--- config.mk ---
export PLATFORM = sky130hd
export DESIGN_NAME = mmio_router_flat
export DESIGN_NICKNAME = d
export VERILOG_FILES = /design/src/rtl/mmio_pkg.sv /design/src/rtl/mmio_router_if.sv /design/src/rtl/mmio_decode.sv /design/src/rtl/mmio_router.sv /design/src/flat_wrapper.sv
export SDC_FILE = /design/constraint.sdc
export NUM_CORES = 1
export LEC_CHECK = 0
export ABC_AREA = 1
export ABC_CLOCK_PERIOD_IN_PS = 6170
export CORE_ASPECT_RATIO = 0.75
export CORE_MARGIN = 1.5
export CORE_UTILIZATION = 51
export CTS_CLUSTER_SIZE = 14
export DETAILED_ROUTE_END_ITERATION = 7
export HOLD_SLACK_MARGIN = 0.03
export PLACE_DENSITY = 0.95
export SLEW_MARGIN = 20
export SYNTH_ARGS = -nofsm -noshare
export SYNTH_HDL_FRONTEND = slang
export SYNTH_HIERARCHICAL = 1
export SYNTH_SLANG_ARGS = --single-unit
--- constraint.sdc ---
create_clock -name clk -period 6.17 [get_ports clk]
set_clock_uncertainty 0.15 [all_clocks]
set_input_delay 1.234 -clock clk [delete_from_list [all_inputs] [get_ports clk]]
set_output_delay 1.234 -clock clk [all_outputs]
set_load 0.005 [all_outputs]
--- src/rtl/mmio_pkg.sv ---
// Shared definitions for the MMIO router: FSM encoding and the default memory map.
package mmio_pkg;

  localparam logic [2:0] ST_IDLE    = 3'd0;
  localparam logic [2:0] ST_STROBE  = 3'd1;
  localparam logic [2:0] ST_WAIT    = 3'd2;
  localparam logic [2:0] ST_DONE    = 3'd3;
  localparam logic [2:0] ST_RELEASE = 3'd4;

  typedef enum logic [2:0] {
    IDLE    = ST_IDLE,
    STROBE  = ST_STROBE,
    WAIT    = ST_WAIT,
    DONE    = ST_DONE,
    RELEASE = ST_RELEASE
  } state_t;

  // Default map, channel 0 in the low bits: UART, I/O regs, VGA, SDRAM.
  localparam logic [15:0] UART_BASE   = 16'h0000;
  localparam logic [15:0] UART_LIMIT  = 16'h0000;
  localparam logic [15:0] IO_BASE     = 16'h0001;
  localparam logic [15:0] IO_LIMIT    = 16'h0002;
  localparam logic [15:0] VGA_BASE    = 16'h1000;
  localparam logic [15:0] VGA_LIMIT   = 16'h4bff;
  localparam logic [15:0] SDRAM_BASE  = 16'h4c00;
  localparam logic [15:0] SDRAM_LIMIT = 16'hffff;

  localparam logic [63:0] DEF_BASES  = {SDRAM_BASE, VGA_BASE, IO_BASE, UART_BASE};
  localparam logic [63:0] DEF_LIMITS = {SDRAM_LIMIT, VGA_LIMIT, IO_LIMIT, UART_LIMIT};

  function automatic int ch_width(input int n);
    return (n > 1) ? $clog2(n) : 1;
  endfunction

endpackage

--- src/rtl/mmio_router_if.sv ---
// CPU data port and slave-channel bundle. The router uses the slave modport;
// the CPU together with the channel devices sits on the master modport.
interface mmio_router_if #(
  parameter int ADDR_W = 16,
  parameter int DATA_W = 16,
  parameter int N_SLV  = 4
);
  logic [ADDR_W-1:0]       m_addr;
  logic [DATA_W-1:0]       m_wdata;
  logic                    m_read;
  logic                    m_write;
  logic [DATA_W-1:0]       m_rdata;
  logic                    m_busy;
  logic                    m_ready;
  logic [N_SLV*ADDR_W-1:0] s_addr;
  logic [DATA_W-1:0]       s_wdata;
  logic [N_SLV-1:0]        s_read;
  logic [N_SLV-1:0]        s_write;
  logic [N_SLV*DATA_W-1:0] s_rdata;
  logic [N_SLV-1:0]        s_ready;

  modport master (
    output m_addr, m_wdata, m_read, m_write, s_rdata, s_ready,
    input  m_rdata, m_busy, m_ready, s_addr, s_wdata, s_read, s_write
  );

  modport slave (
    input  m_addr, m_wdata, m_read, m_write, s_rdata, s_ready,
    output m_rdata, m_busy, m_ready, s_addr, s_wdata, s_read, s_write
  );
endinterface

--- src/rtl/mmio_decode.sv ---
// Combinational address decode: window hits, lowest-index priority, rebasing.
module mmio_decode
  import mmio_pkg::*;
#(
  parameter int                      ADDR_W = 16,
  parameter int                      N_SLV  = 4,
  parameter logic [N_SLV*ADDR_W-1:0] BASES  = DEF_BASES,
  parameter logic [N_SLV*ADDR_W-1:0] LIMITS = DEF_LIMITS,
  parameter int                      CH_W   = ch_width(N_SLV)
) (
  input  logic [ADDR_W-1:0] addr,
  output logic              hit,
  output logic [CH_W-1:0]   ch,
  output logic [ADDR_W-1:0] offset
);

  logic [N_SLV-1:0]  hit_vec;
  logic [ADDR_W-1:0] off_arr [N_SLV];

  // Window test done on the rebased offset: addr in [base, limit] iff
  // (addr - base) mod 2^W <= limit - base, given base <= limit.
  for (genvar gi = 0; gi < N_SLV; gi++) begin : g_win
    localparam logic [ADDR_W-1:0] BASE_K  = BASES[gi*ADDR_W +: ADDR_W];
    localparam logic [ADDR_W-1:0] LIMIT_K = LIMITS[gi*ADDR_W +: ADDR_W];
    localparam logic [ADDR_W-1:0] SPAN_K  = LIMIT_K - BASE_K;
    localparam bit                VALID_K = (BASE_K <= LIMIT_K);

    assign off_arr[gi] = addr - BASE_K;
    assign hit_vec[gi] = VALID_K && (off_arr[gi] <= SPAN_K);
  end

  always_comb begin
    hit    = 1'b0;
    ch     = '0;
    offset = '0;
    for (int i = N_SLV - 1; i >= 0; i--) begin
      if (hit_vec[i]) begin
        hit    = 1'b1;
        ch     = CH_W'(i);
        offset = off_arr[i];
      end
    end
  end

endmodule

--- src/rtl/mmio_router.sv ---
// MMIO router: table-driven decode, strobe/ready handshake to N channels,
// watchdog timeout and a sticky first-error capture register.
module mmio_router
  import mmio_pkg::*;
#(
  parameter int                      ADDR_W    = 16,
  parameter int                      DATA_W    = 16,
  parameter int                      N_SLV     = 4,
  parameter logic [N_SLV*ADDR_W-1:0] BASES     = DEF_BASES,
  parameter logic [N_SLV*ADDR_W-1:0] LIMITS    = DEF_LIMITS,
  parameter int                      TIMEOUT   = 255,
  parameter logic [DATA_W-1:0]       ERR_RDATA = {DATA_W{1'b1}}
) (
  input  logic              clk,
  input  logic              rst,
  mmio_router_if.slave      bus,
  output logic              err_flag,
  output logic [ADDR_W-1:0] err_addr,
  input  logic              err_clr
);

  localparam int CH_W = ch_width(N_SLV);

  state_t            state_reg, state_next;
  logic [CH_W-1:0]   ch_reg, ch_next;
  logic              write_reg, write_next;
  logic [ADDR_W-1:0] offset_reg, offset_next;
  logic [ADDR_W-1:0] addr_reg, addr_next;
  logic [DATA_W-1:0] wdata_reg, wdata_next;
  logic [DATA_W-1:0] rdata_reg, rdata_next;
  logic [15:0]       wd_reg, wd_next;
  logic              err_flag_reg, err_flag_next;
  logic [ADDR_W-1:0] err_addr_reg, err_addr_next;

  logic              err_event;
  logic [ADDR_W-1:0] err_src;
  logic              dec_hit;
  logic [CH_W-1:0]   dec_ch;
  logic [ADDR_W-1:0] dec_offset;
  logic              sel_ready;
  logic [DATA_W-1:0] sel_rdata;

  mmio_decode #(
    .ADDR_W (ADDR_W),
    .N_SLV  (N_SLV),
    .BASES  (BASES),
    .LIMITS (LIMITS),
    .CH_W   (CH_W)
  ) u_decode (
    .addr   (bus.m_addr),
    .hit    (dec_hit),
    .ch     (dec_ch),
    .offset (dec_offset)
  );

  // Only the latched channel's ready/rdata are observed.
  always_comb begin
    sel_ready = 1'b0;
    sel_rdata = '0;
    for (int i = 0; i < N_SLV; i++) begin
      if (ch_reg == CH_W'(i)) begin
        sel_ready = bus.s_ready[i];
        sel_rdata = bus.s_rdata[i*DATA_W +: DATA_W];
      end
    end
  end

  always_ff @(posedge clk) begin
    if (rst) begin
      state_reg <= IDLE;
    end else begin
      state_reg <= state_next;
    end
  end

  always_comb begin
    state_next  = state_reg;
    ch_next     = ch_reg;
    write_next  = write_reg;
    offset_next = offset_reg;
    addr_next   = addr_reg;
    wdata_next  = wdata_reg;
    rdata_next  = rdata_reg;
    wd_next     = wd_reg;
    err_event   = 1'b0;
    err_src     = addr_reg;
    case (state_reg)
      IDLE: begin
        if (bus.m_read || bus.m_write) begin
          ch_next     = dec_ch;
          write_next  = bus.m_write;
          offset_next = dec_offset;
          addr_next   = bus.m_addr;
          wdata_next  = bus.m_wdata;
          if (dec_hit) begin
            state_next = STROBE;
          end else begin
            state_next = DONE;
            rdata_next = '0;
            err_event  = 1'b1;
            err_src    = bus.m_addr;
          end
        end
      end
      STROBE: begin
        wd_next = '0;
        if (sel_ready) begin
          state_next = DONE;
          rdata_next = write_reg ? '0 : sel_rdata;
        end else begin
          state_next = WAIT;
        end
      end
      WAIT: begin
        if (sel_ready) begin
          state_next = DONE;
          rdata_next = write_reg ? '0 : sel_rdata;
        end else if (wd_reg == 16'(TIMEOUT - 1)) begin
          state_next = DONE;
          rdata_next = ERR_RDATA;
          err_event  = 1'b1;
        end else begin
          wd_next = wd_reg + 16'd1;
        end
      end
      DONE: begin
        state_next = RELEASE;
      end
      RELEASE: begin
        // A held level request must drop before another one is accepted.
        if (!bus.m_read && !bus.m_write) begin
          state_next = IDLE;
        end
      end
      default: begin
        state_next = IDLE;
      end
    endcase
  end

  // A new error beats a simultaneous clear.
  always_comb begin
    err_flag_next = err_flag_reg;
    err_addr_next = err_addr_reg;
    if (err_event && (!err_flag_reg || err_clr)) begin
      err_flag_next = 1'b1;
      err_addr_next = err_src;
    end else if (err_clr) begin
      err_flag_next = 1'b0;
      err_addr_next = '0;
    end
  end

  always_ff @(posedge clk) begin
    if (rst) begin
      ch_reg       <= '0;
      write_reg    <= 1'b0;
      offset_reg   <= '0;
      addr_reg     <= '0;
      wdata_reg    <= '0;
      rdata_reg    <= '0;
      wd_reg       <= '0;
      err_flag_reg <= 1'b0;
      err_addr_reg <= '0;
    end else begin
      ch_reg       <= ch_next;
      write_reg    <= write_next;
      offset_reg   <= offset_next;
      addr_reg     <= addr_next;
      wdata_reg    <= wdata_next;
      rdata_reg    <= rdata_next;
      wd_reg       <= wd_next;
      err_flag_reg <= err_flag_next;
      err_addr_reg <= err_addr_next;
    end
  end

  assign bus.m_busy  = (state_reg == STROBE) || (state_reg == WAIT);
  assign bus.m_ready = (state_reg == DONE);
  assign bus.m_rdata = rdata_reg;
  assign bus.s_wdata = wdata_reg;
  assign err_flag    = err_flag_reg;
  assign err_addr    = err_addr_reg;

  for (genvar gi = 0; gi < N_SLV; gi++) begin : g_lane
    assign bus.s_addr[gi*ADDR_W +: ADDR_W] = offset_reg;
    assign bus.s_read[gi]  = (state_reg == STROBE) && !write_reg && (ch_reg == CH_W'(gi));
    assign bus.s_write[gi] = (state_reg == STROBE) &&  write_reg && (ch_reg == CH_W'(gi));
  end

endmodule

--- src/flat_wrapper.sv ---
// flat-port wrapper written by rule: the top's interface ports become plain ports
module mmio_router_flat import mmio_pkg::*;
#(
  parameter int                      ADDR_W    = 16,
  parameter int                      DATA_W    = 16,
  parameter int                      N_SLV     = 4,
  parameter logic [N_SLV*ADDR_W-1:0] BASES     = DEF_BASES,
  parameter logic [N_SLV*ADDR_W-1:0] LIMITS    = DEF_LIMITS,
  parameter int                      TIMEOUT   = 255,
  parameter logic [DATA_W-1:0]       ERR_RDATA = {DATA_W{1'b1}}
)
  (clk, rst, err_flag, err_addr, err_clr, bus_m_addr, bus_m_wdata, bus_m_read, bus_m_write, bus_s_rdata, bus_s_ready, bus_m_rdata, bus_m_busy, bus_m_ready, bus_s_addr, bus_s_wdata, bus_s_read, bus_s_write);
  mmio_router_if #(.ADDR_W(ADDR_W), .DATA_W(DATA_W), .N_SLV(N_SLV)) bus_i ();
  input  logic clk;
  input  logic rst;
  output logic err_flag;
  output logic [ADDR_W-1:0] err_addr;
  input  logic err_clr;
  input wire logic [$bits(bus_i.m_addr)-1:0] bus_m_addr;
  input wire logic [$bits(bus_i.m_wdata)-1:0] bus_m_wdata;
  input wire logic [$bits(bus_i.m_read)-1:0] bus_m_read;
  input wire logic [$bits(bus_i.m_write)-1:0] bus_m_write;
  input wire logic [$bits(bus_i.s_rdata)-1:0] bus_s_rdata;
  input wire logic [$bits(bus_i.s_ready)-1:0] bus_s_ready;
  output wire logic [$bits(bus_i.m_rdata)-1:0] bus_m_rdata;
  output wire logic [$bits(bus_i.m_busy)-1:0] bus_m_busy;
  output wire logic [$bits(bus_i.m_ready)-1:0] bus_m_ready;
  output wire logic [$bits(bus_i.s_addr)-1:0] bus_s_addr;
  output wire logic [$bits(bus_i.s_wdata)-1:0] bus_s_wdata;
  output wire logic [$bits(bus_i.s_read)-1:0] bus_s_read;
  output wire logic [$bits(bus_i.s_write)-1:0] bus_s_write;
  assign bus_i.m_addr = bus_m_addr;
  assign bus_i.m_wdata = bus_m_wdata;
  assign bus_i.m_read = bus_m_read;
  assign bus_i.m_write = bus_m_write;
  assign bus_i.s_rdata = bus_s_rdata;
  assign bus_i.s_ready = bus_s_ready;
  assign bus_m_rdata = bus_i.m_rdata;
  assign bus_m_busy = bus_i.m_busy;
  assign bus_m_ready = bus_i.m_ready;
  assign bus_s_addr = bus_i.s_addr;
  assign bus_s_wdata = bus_i.s_wdata;
  assign bus_s_read = bus_i.s_read;
  assign bus_s_write = bus_i.s_write;
  mmio_router #(.ADDR_W(ADDR_W), .DATA_W(DATA_W), .N_SLV(N_SLV), .BASES(BASES), .LIMITS(LIMITS), .TIMEOUT(TIMEOUT), .ERR_RDATA(ERR_RDATA)) u_core (.clk(clk), .rst(rst), .bus(bus_i), .err_flag(err_flag), .err_addr(err_addr), .err_clr(err_clr));
endmodule
## Word-level counts from Yosys, hierarchy flattened

Cells that the tools add are included.

- Add/sub/neg operators: 4
- Magnitude comparators: 4
- Equality and inequality tests: 15
- Multiplexer cells: 49
- Reduce and logical (&&, ||, !) cells: 28

Operator list:

| cell | count |
|---|---|
| $mux W16 | 21 |
| $pmux W16 S3 | 1 |
| $le A16 B1 Y1 const B | 2 |
| $pmux W16 S2 | 1 |
| $add A16 B1 Y16 const B | 1 |
| $eq A16 B8 Y1 const B | 1 |
| $le A16 B14 Y1 const B | 1 |
| $le A16 B16 Y1 const B | 1 |
| $sub A16 B1 Y16 const B | 1 |
| $sub A16 B13 Y16 const B | 1 |
| $sub A16 B15 Y16 const B | 1 |
| $mux W1 | 15 |
| $pmux W3 S5 | 1 |
| $logic_and A1 B1 Y1 | 12 |
| $mux W3 | 4 |
| $mux W2 | 5 |
| $eq A3 B2 Y1 const B | 2 |
| $ne A2 B1 Y1 const B | 3 |
| $ne A2 B2 Y1 const B | 3 |
| $reduce_and A3 Y1 | 2 |
| $reduce_and A5 Y1 | 1 |
| $eq A2 B2 Y1 const B | 2 |
| $logic_not A1 Y1 | 4 |
| $reduce_bool A2 Y1 | 2 |
| other kinds (10) | 12 |

- Bits in registers: 103
- Input port bits: 105
- Output and inout bits: 123
- Logic and storage cells: 110

## Depth between registers and ports, before layout

Gate-level depths: netlist of run 1.

- Word-level depth: 11
- Gate-level depth with buffers: 22
- Mapped depth without buffers: 21

## Hierarchy

Netlist of run 1, hierarchy kept.

Modules (own cells, without submodules):

| module | instances | cells each | area an instance (sq um) | seq. area each (sq um) |
|---|---|---|---|---|
| mmio_router | 1 | 848 | 5706.7 | 2062.0 |
| mmio_decode | 1 | 210 | 1182.4 | 0.0 |

## Worst setup path after synthesis of run 1

Ideal clock, no wire load.

- Path type: in2reg
- Start point: input port bus_m_addr[0]
- End point: register u_core.rdata_reg[10] (netlist: u_core/bus.m_rdata[10])
- Arrival time: 3.153 ns
- Required time: 5.892 ns
- Setup slack: 2.740 ns
- Cell stages on the path: 19
- Path through: inv_1 -> ha_1 -> nand2_1 -> nor2_1 -> xor2_1 -> nor2_1 -> nand2_2 -> nor2_4 -> nand2_4 -> nand4_1 -> inv_1 -> a21oi_1 -> inv_1 -> nand2_1 -> a21oi_4 -> buf_6 -> nand2_1 -> nand2_1 -> nor2_1

- Word-level cells in the longest chain between the ends: 8

Ends and longest elaborated chain:

| item | line | RTL |
|---|---|---|
| start, declared | flat_wrapper.sv:19 | `input wire logic [$bits(bus_i.m_addr)-1:0] bus_m_addr;` |
| $sub A16 B15 Y16 | mmio_decode.sv:28 | `assign off_arr[gi] = addr - BASE_K;` |
| $le A16 B16 Y1 | mmio_decode.sv:29 | `assign hit_vec[gi] = VALID_K && (off_arr[gi] <= SPAN_K);` |
| $mux W1 (3 in series) | mmio_decode.sv:37 | `if (hit_vec[i]) begin` |
| $mux W1 * | mmio_decode.sv:37 |  |
| via u_core.dec_hit | mmio_router.sv:37 | `logic dec_hit;` |
| $ne A2 B2 Y1 (no line) * | n/a |  |
| $reduce_and A5 Y1 (no line) * | n/a |  |
| end signal, assigned | mmio_router.sv:171 | `rdata_reg <= rdata_next;` |
| end, declared | mmio_router.sv:30 | `logic [DATA_W-1:0] rdata_reg, rdata_next;` |

The timed path passes the listed nets; every way through them passes the cells marked *.
A chain may end at the register's enable or synchronous reset.

## Worst setup path in the final report of run 1

- Start point: input port bus_m_addr[10]
- End point: register u_core.err_addr_reg[3] (netlist: u_core/err_addr[3])

- Word-level cells in the longest chain between the ends: 11

Ends and longest elaborated chain:

| item | line | RTL |
|---|---|---|
| $sub A16 B15 Y16 | mmio_decode.sv:28 |  |
| $le A16 B16 Y1 | mmio_decode.sv:29 |  |
| $mux W1 (3 in series) | mmio_decode.sv:37 |  |
| $mux W1 * | mmio_decode.sv:37 |  |
| via u_core.dec_hit | mmio_router.sv:37 |  |
| $mux W1 | mmio_router.sv:95 | `if (dec_hit) begin` |
| $mux W1 | mmio_router.sv:89 | `if (bus.m_read \|\| bus.m_write) begin` |
| $pmux W1 S2 | mmio_router.sv:87 | `case (state_reg)` |
| $logic_and A1 B1 Y1 | mmio_router.sv:145 | `if (err_event && (!err_flag_reg \|\| err_clr)) begin` |
| $mux W16 or $reduce_bool A2 Y1 (tied branches) | n/a |  |
| end signal, assigned | mmio_router.sv:174 | `err_addr_reg <= err_addr_next;` |
| end, declared | mmio_router.sv:33 | `logic [ADDR_W-1:0] err_addr_reg, err_addr_next;` |

Marked as above.

==> results by group, run 1 <==
Global route
  • Grt total ovfl: 0
  • Vias in the first global route: 6445
  • Total global-route track usage: 27.48%
  • Largest net degree at the start of global routing: 69
  • Initial antenna violation count: 0
  • First-pass GRT wire length: 31.44 mm

Power
  • Worst IR Drop VDD: 0.1894 mV
  • Sw frac: 40.38%
  • Combinational share of power: 50.5%
  • NetSw: 0.001243 W
  • Clock power share: 18.1%
  • Sequential Power Share: 31.3%
  • Power Dens Cells: 339.6 nW/µm²
  • Pint: 0.001835 W
  • Leakage power: 3.757 nW

Final layout
  • Fillers: 1104
  • Final Non-Filler Cells: 1380
  • Most frequent cells in the layout: clkdlybuf4s50_1 (226), nand2_1 (211), nor2_1 (172), dfxtp_1 (103), nand3_1 (94)
  • P&R area growth vs syn: 31.57%
  • Share of cells above drive strength 1: 8.271%
  • # diodes: 0
  • Final net count: 1321
  • Most common cell after layout, fill and taps aside: clkdlybuf4s50_1

Logic synthesis
  • Syn Inst Count: 1058
  • Mapped Nets: 1175
  • Number of synthesized register bits: 103
  • Area contributors post-synth: dfxtp_1 (30%), nand2_1 (11%), nor2_1 (9.4%)
  • Post-synth top flop: dfxtp_1
  • Async SR Flop Fraction: 0%
  • Post-synth EDFFs: 0
  • Mapped cell area: 6889 µm²
  • Synth top area share: 29.93%
  • Area leader, netlist: dfxtp_1
  • Yosys warns: 6
  • Avg Inst Size Synth: 6.511 µm²
  • Seq/Total Area, Yosys: 29.93%
  • Count of different cell masters after synthesis: 45

Clock tree
  • Clock-pin slew on the worst setup and hold paths: 0.07 ns
  • Setup Buffers After CTS: 0
  • Clock root cell: clkbuf_16
  • H-tree Lvls: 3
  • Hold buffer count at cts: 0
  • Total CTS buffers: 9
  • Post-CTS sizing: 0
  • Clock Sinks: 103
  • CTS Buffer Depth: 2
  • CTS tree: yes
  • Worst-skew pair later-pin latency: 0.35 ns

Detailed routing
  • Via density: 5.357
  • DRC viols: 0
  • Initial DRC count: 650
  • Routed via count: 7392
  • Routed WL: 20.25 mm
  • Drt first pass iters: 6
  • WL/cell: 14.68 µm
  • Post-DRT Antenna Nets: 0

Placed design
  • Final Wtd Congestion: 0.9343
  • Placed Cells: 1364
  • Post-DP HPWL: 14.79 mm
  • # port buffers: 227

STA
  • Final hold violations: 0
  • Max-slew violations: 0
  • RSZ-0062 raised after global routing: false
  • Worst slew margin: 30.82%
  • Fmax: 0.2148 GHz
  • Final setup violation count: 0
  • Setup TNS: 0 ns
  • Final Cycle Share: 75.46%
  • Tmin final: 4.656 ns
  • Slew @ Worst Pin: 1.038 ns

Worst setup path
  • Setup crit start kind: input port
  • R2R cell count: 8
  • Worst Setup End Kind: flop
  • FF-to-FF setup slack: 3.06 ns
  • Worst EP required: 6.29 ns
  • CP max FO: 32
  • Setup CP Type: input port to flop
  • Critical path arrival: 4.77 ns
  • RR Startpoint: u_core/state_reg[2]
  • Reg2reg end: u_core/err_addr[0]

Die
  • Standard-cell rows: 36
  • Die Wd: 137.2 µm
  • Core ar.: 13110 µm²
  • Ports: 228
  • Die Ht: 103.7 µm
  • Die Area: 14220 µm²
  • Initial core utilization: 52.56%

Hold path
  • Hold Path End: u_core/addr_reg[10]
  • Hold/Removal Path Class: flop to flop
  • Hold Crit Start: u_core/addr_reg[10]
  • Cells on Worst Hold Path: 2

Job
  • Max Cap Viol: 0

Status
  • Run status: complete, no violations
==> power groups by stage <==
stage | combinational [W] | clock [W] | sequential, W
final | 0.00155 | 0.000558 | 0.000965
after global routing | 0.00171 | 0.000596 | 0.000986
after CTS | 0.00154 | 0.000568 | 0.000964
after detailed placement | 0.00153 | 0 | 0.000977
after global placement | 0.00150 | 0 | 0.000968
after floorplan | 0.000989 | 0 | 0.000951
==> cells in the mapped netlist, types with 2 or more instances <==
cell	instances
a21oi_2	10
clkbuf_1	27
nand2_2	24
o21ai_0	87
o22ai_1	2
inv_1	91
nand2_4	3
o211ai_1	5
nand3_2	3
buf_6	7
xor2_1	18
nor2_4	6
nand3b_1	3
inv_2	5
dfxtp_1	103
xnor2_1	2
nor2_2	12
nand3_1	94
ha_1	12
or2_2	4
a21oi_1	61
nand4_1	9
nor2_1	172
nand2_1	211
nand2_8	3
nor3_1	8
buf_4	48
buf_1	3
buf_2	8
nor2_8	2
==> metrics by stage <==
stage / utilization, % / power [W] / hold slack (ns) / setup slack (ns) / area, µm²
6_report: 69.15 / 0.003078 / 0.3077 / 1.514 / 9064
5_1_grt: 69.15 / 0.003287 / 0.3392 / 1.208 / 9064
4_1_cts: 69.15 / 0.003073 / 0.3070 / 1.613 / 9064
3_5_place_dp: 66.93 / 0.002505 / 0.2946 / 1.271 / 8773
3_3_place_gp: 66.93 / 0.002463 / 0.2876 / 1.431 / 8773
2_1_floorplan: - / 0.001940 / 0.2795 / 2.740 / 6889
==> how the worst max path moves through the flow <==
stage	from	endpoint	slack [ns]	cells after the start
3_3_place_gp	bus_m_addr[10]	u_core/err_addr[13]	1.43	17
3_5_place_dp	bus_m_addr[10]	u_core/err_addr[10]	1.27	18
5_1_grt	bus_m_addr[10]	u_core/err_addr[0]	1.21	18
6_report	bus_m_addr[10]	u_core/err_addr[3]	1.51	18
2_1_floorplan	bus_m_addr[0]	u_core/bus.m_rdata[10]	2.74	19
4_1_cts	bus_m_addr[10]	u_core/err_addr[13]	1.61	18
==> final cells by class <==
| cell class | instances | area (µm²) | area share, % |
|---|---|---|---|
| clock buffer | 10 | 239.0 | 2.637 |
| clock inverter | 6 | 51.30 | 0.5660 |
| inverter | 97 | 364.1 | 4.017 |
| multi-input combinational | 764 | 3851 | 42.49 |
| sequential | 103 | 2062 | 22.75 |
| tap | 171 | 214.0 | 2.361 |
| timing repair buffer | 229 | 2282 | 25.18 |
==> logic make-up (layout without fill, tap and decap cells) <==
logic type | count (synthesis) | after routing | share of synthesized area [%]
and+or+nand+nor | 563 | 563 | 37.89
buffers and inverters | 191 | 342 | 14.17
AOI/OAI and AO/OA | 169 | 169 | 13.29
DFF | 103 | 103 | 29.93
xor gates and xnor gates | 20 | 20 | 2.543
adders and majority gates | 12 | 12 | 2.179
==> metal layers <==
metal | vias up | track usage (%) | wire length, µm
met5 | - | 0 | 0
met4 | 0 | 9.098 | 506
li1 | 3612 | - | -
met1 | 3336 | 37.68 | 8879
met3 | 45 | 6.363 | 2041
met2 | 399 | 42.32 | 8826
==> worst max-delay path: stages <==
cell	delay, ns
clkdlybuf4s50_1	0.72
inv_1	0.17
ha_1	0.29
nand2_1	0.11
inv_1	0.04
a21oi_1	0.17
nand2_1	0.07
nand2_1	0.10
nand3b_4	0.10
nor2_4	0.14
nand2_4	0.10
nand4_1	0.08
inv_1	0.11
nand2_2	0.44
nand2_2	0.34
nand2_4	0.28
nand3_1	0.10
a21oi_1	0.16
No activity file was read; power rests on OpenSTA's default activity.
==> run 2, diff against run 1 <==
--- a/config.mk
+++ b/config.mk
@@ -6,14 +6,14 @@
 export NUM_CORES = 1
 export LEC_CHECK = 0
 export ABC_AREA = 1
-export ABC_CLOCK_PERIOD_IN_PS = 6170
+export ABC_CLOCK_PERIOD_IN_PS = 4300
 export CORE_ASPECT_RATIO = 0.75
 export CORE_MARGIN = 1.5
-export CORE_UTILIZATION = 51
+export CORE_UTILIZATION = 47
 export CTS_CLUSTER_SIZE = 14
 export DETAILED_ROUTE_END_ITERATION = 7
 export HOLD_SLACK_MARGIN = 0.03
-export PLACE_DENSITY = 0.95
+export PLACE_DENSITY = 0.89
 export SLEW_MARGIN = 20
 export SYNTH_ARGS = -nofsm -noshare
 export SYNTH_HDL_FRONTEND = slang
==> constraint.sdc (replaced) <==
create_clock -name clk -period 4.3 [get_ports clk]
set_clock_uncertainty 0.15 [all_clocks]
set_input_delay 0.86 -clock clk [delete_from_list [all_inputs] [get_ports clk]]
set_output_delay 0.86 -clock clk [all_outputs]
set_load 0.005 [all_outputs]
==> run 2 against run 1 <==
  * Clock power rose by 58%
  * Combinational power rose by 47%
  * Design area rose by 2.0%
  * Utilization fell by 4.9 points
  * Clock-buffer cell count rose by 1
  * Flip-flop and latch count did not move
  * Register-to-register slack got worse by 1.6 ns
  * Sequential power rose by 42%
  * Global-route usage fell by 0.96 points
  * Total power rose by 47%
  * Worst setup slack got worse by 1.1 ns
  * Cell count rose by 3.2%
  * Critical endpoint is now u_core/err_addr[1]
  * Largest cell class unchanged
  * Highest routed layer unchanged
==> results by group, run 2 (same netlist as run 1, synthesis figures left out) <==
Placed design
  • Post-DP HPWL: 15.50 mm
  • Final Wtd Congestion: 0.9382
  • # port buffers: 227
  • Post-DP Area: 8935 µm²

Global route
  • First-pass GRT wire length: 32.51 mm
  • M2 GR Usage: 39.15%
  • Vias in the first global route: 6481
  • Layer with the highest usage: met1
  • Total global-route track usage: 26.52%
  • M3 GR Usage: 4.404%
  • Largest net degree at the start of global routing: 51
  • Grt total ovfl: 0
  • Initial antenna violation count: 0
  • Met1 GRT Util: 39.39%

Final layout
  • # diodes: 0
  • Most common cell after layout, fill and taps aside: clkdlybuf4s50_1
  • Final Util: 64.20%
  • P&R area growth vs syn: 34.25%
  • Most frequent cells in the layout: clkdlybuf4s50_1 (226), nand2_1 (211), nor2_1 (172), dfxtp_1 (103), nand3_1 (94)
  • Share of cells above drive strength 1: 9.232%
  • Final net count: 1336
  • Post-route design area: 9249 µm²

Clock tree
  • Worst-skew pair later-pin latency: 0.35 ns
  • CTS tree: yes
  • Clock root cell: clkbuf_16
  • H-tree Lvls: 3
  • Hold buffer count at cts: 0
  • Clock-pin slew on the worst setup and hold paths: 0.07 ns
  • CTS Buffer Depth: 2
  • Setup Buffers After CTS: 0
  • Clock Sinks: 103
  • Post-CTS sizing: 0
  • Total CTS buffers: 9

Detailed routing
  • Via density: 5.208
  • Drt first pass iters: 6
  • Post-DRT Antenna Nets: 0
  • Routed WL: 20.85 mm
  • DRC viols: 0
  • Routed via count: 7416
  • Initial DRC count: 883
  • WL/cell: 14.64 µm

Power
  • Combinational share of power: 50.3%
  • Clock power share: 19.5%
  • NetSw: 0.001777 W
  • Total power: 0.004535 W
  • Worst IR Drop VDD: 0.2534 mV
  • Power Dens Cells: 490.3 nW/µm²
  • Sequential Power Share: 30.2%
  • Leakage power: 3.839 nW
  • Sw frac: 39.19%
  • Pint: 0.002758 W

Die
  • Ports: 228
  • Die Wd: 142.8 µm
  • Die Ht: 107.9 µm
  • Standard-cell rows: 38
  • Core ar.: 14410 µm²
  • Die Area: 15400 µm²
  • Initial core utilization: 47.82%

STA
  • Tmin final: 3.850 ns
  • WHS: 0.3098 ns
  • Slew @ Worst Pin: 0.8630 ns
  • Worst slew margin: 42.26%
  • Fmax: 0.2598 GHz
  • Setup TNS: 0 ns
  • RSZ-0062 raised after global routing: false
  • Final Cycle Share: 89.53%
  • Max-slew violations: 0
  • Final setup violation count: 0
  • Final hold violations: 0

Hold path
  • Hold Crit Start: u_core/addr_reg[14]
  • Hold/Removal Path Class: flop to flop
  • Cells on Worst Hold Path: 2
  • Hold Path End: u_core/addr_reg[14]

Worst setup path
  • Beginning of the critical path: bus_m_addr[0]
  • Worst EP required: 4.42 ns
  • Setup CP Type: input port to flop
  • Worst Setup End Kind: flop
  • CP max FO: 17
  • Critical path arrival: 3.97 ns
  • Setup crit start kind: input port
  • RR Startpoint: u_core/ch_reg[0]
  • FF-to-FF setup slack: 1.44 ns
  • R2R cell count: 10
  • Reg2reg end: u_core/bus.m_rdata[1]

Status
  • Run status: complete, no violations

Job
  • Max Cap Viol: 0
-- run 2: cell count changes in the layout (fill, tap and decap cells not counted), moves of 2 or more --
cell,change
buf_4,+14
bufinv_16,+2
clkinv_4,-2
clkbuf_1,+2
-- run 2: worst max-delay path by stage --
| stage | cells after the start | slack (ns) | endpoint |
|---|---|---|---|
| after floorplan | 19 | 1.24 | u_core/bus.m_rdata[10] |
| after global placement | 19 | 0.29 | u_core/err_flag |
| after detailed placement | 18 | 0.20 | u_core/err_addr[1] |
| after CTS | 18 | 0.53 | u_core/err_addr[1] |
| after global routing | 18 | 0.26 | u_core/err_addr[2] |
| final | 18 | 0.45 | u_core/err_addr[1] |
-- run 2: critical path, stage by stage --
cell and delay (ns):
clkdlybuf4s50_1 0.50, inv_1 0.12, ha_1 0.28, inv_1 0.09
nand2_1 0.05, a21oi_1 0.14, nand3_1 0.08, nor2_1 0.16
nand3b_1 0.17, nor2_4 0.19, nand2_4 0.10, nand4_1 0.09
inv_1 0.11, nand2_2 0.22, nand2_2 0.27, nand2_4 0.27
nand3_1 0.12, a21oi_1 0.14
-- run 2: power by group through the flow --
stage               sequential (W)  clock [W]  combinational, W
global route               0.00140   0.000928           0.00251
floorplan                  0.00137          0           0.00142
CTS                        0.00137   0.000893           0.00226
finish                     0.00137   0.000883           0.00228
global placement           0.00138          0           0.00220
detailed placement         0.00139          0           0.00224
-- run 2: through the flow --
step	setup WS (ns)	cells
floorplan	1.244	1058
global placement	0.2917	1408
detailed placement	0.1964	1408
CTS	0.5340	1424
global route	0.2583	1424
finish	0.4502	1424
-- run 2: area by class of cell --
type	instances	area, µm²
fill	1239	5157
multi-input combinational	764	3851
timing repair buffer	244	2407
sequential	103	2062
inverter	97	364.1
tap	200	250.2
clock buffer	11	232.7
clock inverter	5	81.33
-- run 2: routing by layer --
metal  share of wire (%)  vias to the layer above
met3                 9.7                       27
met2                  42                      374
met1                  47                     3364
met5                   0                        -
met4                 1.6                        0
li1                    -                     3651
